### src/rtl/riscv_pkg.sv
// Shared RISC-V front-end definitions: data widths, the canonical NOP,
// fetch FSM state encoding and the instruction-buffer entry layout.
package riscv_pkg;

    localparam int XLEN = 32;

    localparam logic [XLEN-1:0] NOP_INSTR = 32'h0000_0013;

    typedef enum logic [2:0] {
        S_IDLE,
        S_REQ,
        S_WAIT,
        S_STALL,
        S_ERR
    } fetch_state_t;

    typedef struct packed {
        logic [XLEN-1:0] instr;
        logic [XLEN-1:0] pc;
    } fetch_entry_t;

    function automatic logic is_word_aligned(input logic [XLEN-1:0] addr);
        return addr[1:0] == 2'b00;
    endfunction

endpackage

### src/rtl/fetch_buffer.sv
// In-order instruction buffer of {instr, pc} entries between fetch and decode.
// Flush beats push and pop; the head entry is read combinationally.
module fetch_buffer
    import riscv_pkg::*;
#(
    parameter int DEPTH = 2
) (
    input  logic                   clk,
    input  logic                   reset_n,
    input  logic                   push,
    input  logic                   pop,
    input  logic                   flush,
    input  fetch_entry_t           push_entry,
    output fetch_entry_t           head,
    output logic [$clog2(DEPTH):0] count
);

    localparam int PW = $clog2(DEPTH);
    localparam logic [PW:0] DEPTH_C = (PW + 1)'(DEPTH);

    fetch_entry_t  mem [DEPTH];
    logic [PW-1:0] wr_ptr;
    logic [PW-1:0] rd_ptr;
    logic          empty;
    logic          full;
    logic          do_push;
    logic          do_pop;

    assign empty   = (count == '0);
    assign full    = (count == DEPTH_C);
    assign do_pop  = pop && !empty;
    // A full buffer can still take a push when the head leaves in the same cycle.
    assign do_push = push && (!full || do_pop);
    assign head    = mem[rd_ptr];

    always_ff @(posedge clk or negedge reset_n) begin
        if (!reset_n) begin
            wr_ptr <= '0;
            rd_ptr <= '0;
            count  <= '0;
        end else if (flush) begin
            wr_ptr <= '0;
            rd_ptr <= '0;
            count  <= '0;
        end else begin
            if (do_push) begin
                wr_ptr <= wr_ptr + PW'(1);
            end
            if (do_pop) begin
                rd_ptr <= rd_ptr + PW'(1);
            end
            if (do_push && !do_pop) begin
                count <= count + (PW + 1)'(1);
            end else if (do_pop && !do_push) begin
                count <= count - (PW + 1)'(1);
            end
        end
    end

    always_ff @(posedge clk) begin
        if (do_push && !flush) begin
            mem[wr_ptr] <= push_entry;
        end
    end

endmodule

### src/rtl/if_fetch_unit.sv
// Instruction-fetch stage: owns the PC, issues one-at-a-time word fetches over
// req/gnt/rvalid, buffers responses and hands them to decode with valid/ready.
module if_fetch_unit
    import riscv_pkg::*;
#(
    parameter logic [XLEN-1:0] RESET_PC  = 32'h0000_0000,
    parameter int              BUF_DEPTH = 2
) (
    input  logic            clk,
    input  logic            reset_n,
    output logic            imem_req,
    output logic [XLEN-1:0] imem_addr,
    input  logic            imem_gnt,
    input  logic            imem_rvalid,
    input  logic [XLEN-1:0] imem_rdata,
    output logic            instr_valid,
    input  logic            instr_ready,
    output logic [XLEN-1:0] Instr_rdata,
    output logic [XLEN-1:0] instr_pc,
    input  logic            redirect_en,
    input  logic [XLEN-1:0] redirect_pc,
    output logic            fetch_err
);

    localparam int              CW       = $clog2(BUF_DEPTH) + 1;
    localparam logic [CW-1:0]   DEPTH_C  = CW'(BUF_DEPTH);
    localparam logic [XLEN-1:0] START_PC = {RESET_PC[XLEN-1:2], 2'b00};

    fetch_state_t    state;
    logic [XLEN-1:0] fetch_pc;
    logic [XLEN-1:0] req_pc;
    logic            outstanding;
    logic            drop;

    logic [CW-1:0]   count;
    logic [CW-1:0]   count_next;
    fetch_entry_t    head;
    fetch_entry_t    push_entry;
    logic            push;
    logic            pop;
    logic            flush;
    logic            gnt_taken;
    logic            resp;
    logic            resp_pending;
    logic            credit_ok;
    logic            redirect_bad;

    assign imem_addr    = fetch_pc;
    assign gnt_taken    = imem_req && imem_gnt;
    assign resp         = imem_rvalid && outstanding;
    // A response is still owed after this cycle if one was in flight and did not
    // return now, or if a new request is granted now.
    assign resp_pending = (outstanding && !imem_rvalid) || gnt_taken;
    assign redirect_bad = redirect_en && !is_word_aligned(redirect_pc);

    assign flush        = redirect_en;
    assign push         = resp && !drop && (state != S_ERR);
    assign pop          = instr_valid && instr_ready;
    assign push_entry   = '{instr: imem_rdata, pc: req_pc};

    assign instr_valid  = (count != '0);
    assign Instr_rdata  = instr_valid ? head.instr : NOP_INSTR;
    assign instr_pc     = instr_valid ? head.pc    : RESET_PC;

    always_comb begin
        count_next = count;
        if (flush) begin
            count_next = '0;
        end else if (push && !pop) begin
            count_next = count + CW'(1);
        end else if (pop && !push) begin
            count_next = count - CW'(1);
        end
    end

    assign credit_ok = (count_next < DEPTH_C);

    fetch_buffer #(
        .DEPTH (BUF_DEPTH)
    ) u_fetch_buffer (
        .clk        (clk),
        .reset_n    (reset_n),
        .push       (push),
        .pop        (pop),
        .flush      (flush),
        .push_entry (push_entry),
        .head       (head),
        .count      (count)
    );

    always_ff @(posedge clk or negedge reset_n) begin
        if (!reset_n) begin
            state       <= S_IDLE;
            fetch_pc    <= START_PC;
            req_pc      <= START_PC;
            outstanding <= 1'b0;
            drop        <= 1'b0;
            imem_req    <= 1'b0;
            fetch_err   <= 1'b0;
        end else begin
            if (gnt_taken) begin
                req_pc <= fetch_pc;
            end

            if (state == S_ERR) begin
                imem_req <= 1'b0;
                if (imem_rvalid) begin
                    outstanding <= 1'b0;
                    drop        <= 1'b0;
                end
            end else if (redirect_bad) begin
                fetch_err   <= 1'b1;
                state       <= S_ERR;
                imem_req    <= 1'b0;
                outstanding <= resp_pending;
                drop        <= resp_pending;
            end else if (redirect_en) begin
                fetch_pc <= redirect_pc;
                // Park in S_WAIT until the stale response has been swallowed.
                if (resp_pending) begin
                    outstanding <= 1'b1;
                    drop        <= 1'b1;
                    state       <= S_WAIT;
                    imem_req    <= 1'b0;
                end else begin
                    outstanding <= 1'b0;
                    drop        <= 1'b0;
                    state       <= S_REQ;
                    imem_req    <= 1'b1;
                end
            end else begin
                case (state)
                    S_IDLE: begin
                        state    <= S_REQ;
                        imem_req <= 1'b1;
                    end
                    S_REQ: begin
                        if (imem_gnt) begin
                            fetch_pc    <= fetch_pc + 32'd4;
                            outstanding <= 1'b1;
                            state       <= S_WAIT;
                            imem_req    <= 1'b0;
                        end
                    end
                    S_WAIT: begin
                        if (resp) begin
                            outstanding <= 1'b0;
                            drop        <= 1'b0;
                            if (credit_ok) begin
                                state    <= S_REQ;
                                imem_req <= 1'b1;
                            end else begin
                                state    <= S_STALL;
                                imem_req <= 1'b0;
                            end
                        end
                    end
                    S_STALL: begin
                        if (credit_ok) begin
                            state    <= S_REQ;
                            imem_req <= 1'b1;
                        end
                    end
                    default: begin
                        state    <= S_ERR;
                        imem_req <= 1'b0;
                    end
                endcase
            end
        end
    end

    // Memory must never return data for a request this unit did not have in flight.
    assert property (@(posedge clk) disable iff (!reset_n) imem_rvalid |-> outstanding);

endmodule

### config.mk
export PLATFORM = sky130hd
export DESIGN_NAME = if_fetch_unit
export DESIGN_NICKNAME = d
export VERILOG_FILES = /design/src/rtl/riscv_pkg.sv /design/src/rtl/fetch_buffer.sv /design/src/rtl/if_fetch_unit.sv
export SDC_FILE = /design/constraint.sdc
export NUM_CORES = 1
export LEC_CHECK = 0
export BUFFER_PORTS_ARGS = -buffer_cell sky130_fd_sc_hd__clkbuf_2
export CORE_ASPECT_RATIO = 0.6
export CORE_MARGIN = 2
export CORE_UTILIZATION = 60
export DETAILED_ROUTE_END_ITERATION = 7
export GPL_ROUTABILITY_DRIVEN = 0
export PLACE_DENSITY = 0.86
export REMOVE_ABC_BUFFERS = 1
export SYNTH_ARGS = -nofsm -noshare
export SYNTH_HDL_FRONTEND = slang
export SYNTH_SLANG_ARGS = --single-unit
export TNS_END_PERCENT = 1
### constraint.sdc
create_clock -name clk -period 10.2 [get_ports clk]
set_clock_uncertainty 0.2 [all_clocks]
set_input_delay 0.51 -clock clk [delete_from_list [all_inputs] [get_ports clk]]
set_output_delay 0.51 -clock clk [all_outputs]
set_load 0.02 [all_outputs]
# == After elaboration in Yosys (flattened, before gate mapping) ==
# Memory sizes are Yosys's and may differ from the RTL's.
# Cells that the tools add are included.
# word_totals
reg_bits,75
ramBits,128
n_memories,1
word_cells,122
# mem_list
memory,depth,word_bits,rd,rd_ports_with_merged_regs,wr,line,source
u_fetch_buffer.mem,2,64,1,0,1,fetch_buffer.sv:21,fetch_entry_t mem [DEPTH];
# classes
bitwise_logic,2
n_reduce_logical,44
n_addsub,5
n_lt_le_gt_ge,1
n_mux,46
eq_ne,13
# op_table
cell,n
2-to-1 mux 32 bit,5
adder 32 x 3 -> 32 bit (second input constant),1
2-to-1 mux 1 bit,25
2-to-1 mux 2 bit,8
2-to-1 mux 3 bit,5
!= test 5 bit (second input constant),3
logical AND 1 bit,14
!= test 4 bit (second input constant),3
one-hot mux 3 bit (4 select lines),1
AND reduction 4 bit,3
logical NOT 1 bit,10
nonzero test 2 bit,5
nonzero test 4 bit,2
equality test 3 x 2 -> 1 bit (second input constant),2
AND reduction 3 bit,2
nonzero test 5 bit,1
logical NOT 2 bit,2
one-hot mux 1 bit (4 select lines),1
equality test 3 x 1 -> 1 bit (second input constant),1
equality test 3 bit (second input constant),1
logical NOT 3 bit,1
!= test 3 bit (second input constant),1
nonzero test 3 bit,1
adder 1 bit (second input constant),2
other kinds (9),11

# == Logic depth before layout (Yosys ltp) ==
# depth
depth_word,15
mapped_depth,10
ltp_nobuf,8

# == Cells and area by module ==
# Synthesis repeated with hierarchy kept, for this count alone.
# unflattened
cells_unflattened,648
hier_area_um2,9007.4
# by_module_without_submodules
module,n_inst,area_each_um2,cells_each
fetch_buffer,1,4887.2,224
if_fetch_unit,1,4120.2,424

# == Worst setup path after synthesis ==
# OpenSTA, ideal clock, no wires.
# synth_timing
path_kind,reg2reg
start,register u_fetch_buffer.count[1]
end,"memory u_fetch_buffer.mem[0][0] (netlist name), enable pin"
stages_incl_launch_ff,8
t_arrival_ps,6068
setup_ps,578
slack_ps,3354
cell_sequence,dfrtp_1 -> inv_1 -> ha_1 -> buf_2 -> nand2b_1 -> clkbuf_1 -> a21oi_1 -> nor3b_1
# synth_between
elab_chain_cells,8
word_cells_on_any_way,12
classes_between,eq/ne (1); mux (2); reduce/logical (9)
# synth_lines
element,line,source
start: declaration,fetch_buffer.sv:15,output logic [$clog2(DEPTH):0] count
start signal: assignment,fetch_buffer.sv:53,count <= count + (PW + 1)'(1);
start signal: assignment,fetch_buffer.sv:55,count <= count - (PW + 1)'(1);
nonzero test 2 bit or logical NOT 2 bit (tied branches),"if_fetch_unit.sv:61, fetch_buffer.sv:29",
logical AND 1 bit or logical NOT 1 bit (tied branches),"if_fetch_unit.sv:58, fetch_buffer.sv:31",
logical AND 1 bit,fetch_buffer.sv:31,assign do_pop = pop && !empty;
logical OR 1 bit *,fetch_buffer.sv:33,assign do_push = push && (!full || do_pop);
logical AND 1 bit *,fetch_buffer.sv:33,
logical AND 1 bit *,fetch_buffer.sv:61,if (do_push && !flush) begin
2-to-1 mux 1 bit *,fetch_buffer.sv:61,
2-to-1 mux 1 bit (implied by the code) *,fetch_buffer.sv:62,mem[wr_ptr] <= push_entry;
end: declaration,fetch_buffer.sv:21,
# Mark *: on every way between the ends. The rest lies on a longest branch, timed or not.

# == Final worst setup path ==
# layout_timing
start,register u_fetch_buffer.count[1]
end,"memory u_fetch_buffer.mem[0][3] (netlist name), enable pin"
# The elaborated chain is that of the path after synthesis.

==> flow_summary.ini <==
[clock_tree]
clock-sinks = 203
post_cts_buffers = 0
cts_buffer_depth = 3
cts_tree = yes
clk_latency_ns = 0.49
cts-resized-gates = 0
cts_max_level = 1
cts_root_buf = clkbuf_16
numCtsBuffers = 19
cts_hold_buffers = 0
path_clk_slew_ns = 0.06

[run_status]
violations = hold timing
status = finished with violations

[power]
p_switching_w = 0.00103
p_seq_share_pct = 43.9
switching_share_pct = 36.8
clkPwrFrac_pct = 25.4
intPower_w = 0.00177
powerDensity_nw_per_um2 = 270
p_total_w = 0.00280
power_leakage_nw = 4.17
pwr-share-comb_pct = 30.8
peakVddDrop_mv = 0.197

[logic_synthesis]
synth_edf_count = 128
netlist_area_um2 = 8790
ys_types = 64
ys_warn_count = 0
syn_avg_cell_area_um2 = 13.0
synth_ff_type = edfxtp_1
synth_top_area_share_pct = 43.7
ys_top_cells_by_area = edfxtp_1, dfrtp_1, mux2i_1
synth-seq-area-share_pct = 65.1
ys_async_sr_fraction_pct = 36.9
yosysTopAreaCell = edfxtp_1
ys_seq_elements = 203
post-synth-top-count-cell = edfxtp_1
synthCells = 675
synthTopCellsByCount = edfxtp_1, nor2_1, dfrtp_1

[global_route]
gr-usage-met3_pct = 5.52
grt_max_degree = 76
grt_usage_pct = 25.3
grt_pass1_wl_um = 31200
grt_pass1_vias = 6048
use_met1_pct = 36.3
met2_usage_pct = 41.4
grt.busiest_layer = met2
grt-ovfl-total = 0
antenna_found_initial = 0

[routing]
vias = 6130
route.detailed.drc = 0
post_drt_wl_per_cell_um = 19.0
ant_nets = 0
drtIter0Drc = 473
vias_per_cell = 5.88
wl_um = 19800
firstDrtPassIters = 5

[place]
io_buffers = 168
dp_hpwl_um = 13000
place_ws_ns = 6.86
place_area_um2 = 9760

[sta]
fin_crit_ns = 3.34
max-slew-margin-rel_pct = 19.9
finalHoldViolations = 23
post-route-period-util_pct = 32.8
tns_ns = 0
finalWorstSetupSlack_ns = 6.86
holdWs_ns = -0.0282
grt_setup_unrepaired = no
fmax_mhz = 299
tightest_slew_ns = 1.20
drv_slew = 0
finalSetupViolations = 0

[setup_path]
worstPathArrival_ns = 3.26
cp-end-kind = register
worstPathRequired_ns = 10.12
startpoint_type = register
worstPathMaxFanout = 64
crit_type = reg -> reg

[final_layout]
fin_util_pct = 72.2
n_antenna_cell = 0
fin_nets = 904
final_layout_size_suffix_gt1_share_pct = 29.6
final_area_um2 = 10400
syn_to_final_growth_pct = 18.2

[floorplanning]
die_x_um = 160
die-area_um2 = 15700
coreArea_um2 = 14400
start_util_pct = 61.1
die_height_um = 97.7
num_rows = 34
io_pins = 169

[hold_path]
holdCritPathClass = in -> async

[job]
drv_cap = 0
==> layout by cell type (no fill, tap or decap), types with 4 or more instances in the layout <==
| cell | n |
|---|---|
| a21oi_1 | 20 |
| and3_1 | 12 |
| clkbuf_16 | 19 |
| clkbuf_2 | 167 |
| clkinv_1 | 4 |
| dfrtp_1 | 74 |
| edfxtp_1 | 128 |
| inv_1 | 10 |
| mux2_2 | 28 |
| mux2i_1 | 69 |
| nand2_1 | 44 |
| nand3_1 | 23 |
| nor2_1 | 87 |
| nor3_1 | 8 |
| nor4_1 | 4 |
| o21ai_0 | 34 |
| o21ai_1 | 5 |
| o22ai_1 | 16 |
| xnor2_1 | 8 |
==> per-stage QoR <==
stage	hold slack (ns)	cells
global placement	0.240	1008
global route	0.00143	1042
CTS	0.000780	1042
finish	-0.0282	1042
detailed placement	0.250	1008
floorplan	0.0144	640
==> kinds of logic (layout without fill, tap and decap cells) <==
| group | count (synthesis) | count (layout) | share of synthesized area, % |
|---|---|---|---|
| mux | 97 | 97 | 11.4 |
| simple gates | 212 | 212 | 12.4 |
| fa+ha+maj | 3 | 3 | 0.427 |
| flops | 203 | 203 | 65.1 |
| xor+xnor | 9 | 9 | 0.897 |
| compound gates | 106 | 106 | 7.53 |
| buf+inv | 45 | 214 | 2.19 |
==> cell type report <==
type                    instances  area (µm²)
flip-flops and latches        203        5720
clock buffers                  23         520
multi-input cells             427        2890
inverters                      10        37.5
well taps                     198         248
repair buffers                170         858
fillers                      1009        3990
clock inverters                11         109
==> registers in the layout, indices dropped and copies added (netlist names) <==
signal,flops
fetch_err,1
u_fetch_buffer.mem,128
req_pc,32
drop,1
u_fetch_buffer.count,2
u_fetch_buffer.rd_ptr,1
outstanding,1
state,3
imem_addr,32
imem_req,1
u_fetch_buffer.wr_ptr,1
==> power by group through the flow <==
stage | sequential, W | clock [W] | combinational, W
2_1_floorplan | 0.00124 | 0 | 0.000542
3_3_place_gp | 0.00123 | 0 | 0.000834
3_5_place_dp | 0.00124 | 0 | 0.000861
4_1_cts | 0.00122 | 0.000719 | 0.000865
5_1_grt | 0.00125 | 0.000755 | 0.000935
6_report | 0.00123 | 0.000711 | 0.000862
==> critical path: stages, from the launching register on <==
cell      delay (ns)
dfrtp_1         0.48
inv_1           0.12
ha_2            0.18
buf_4           0.32
nand2b_1        0.36
a21oi_1         0.32
nor3b_2         0.21
buf_4           0.72
==> routing by layer <==
| layer | routed length (µm) | vias up |
|---|---|---|
| li1 | - | 2802 |
| met5 | 0 | - |
| met4 | 203 | 0 |
| met2 | 9210 | 284 |
| met3 | 1650 | 18 |
| met1 | 8780 | 3026 |
==> path summary, 6_finish.rpt <==
check | endpoint | from | cells past startpoint | slack [ns]
worst max-delay path | u_fetch_buffer.mem[0][3] | u_fetch_buffer.count[1] | 7 | 6.86
worst min-delay path | imem_req | reset_n | 1 | -0.03
worst max register to register | u_fetch_buffer.mem[0][3] | u_fetch_buffer.count[1] | 7 | 6.86
worst min register to register | u_fetch_buffer.mem[0][30] | req_pc[30] | 0 | 0.26
max in group asynchronous | u_fetch_buffer.rd_ptr | reset_n | 1 | 9.10
min in group clk | u_fetch_buffer.mem[1][46] | imem_rdata[14] | 1 | 0.01
No activity file was read; power rests on OpenSTA's default activity.
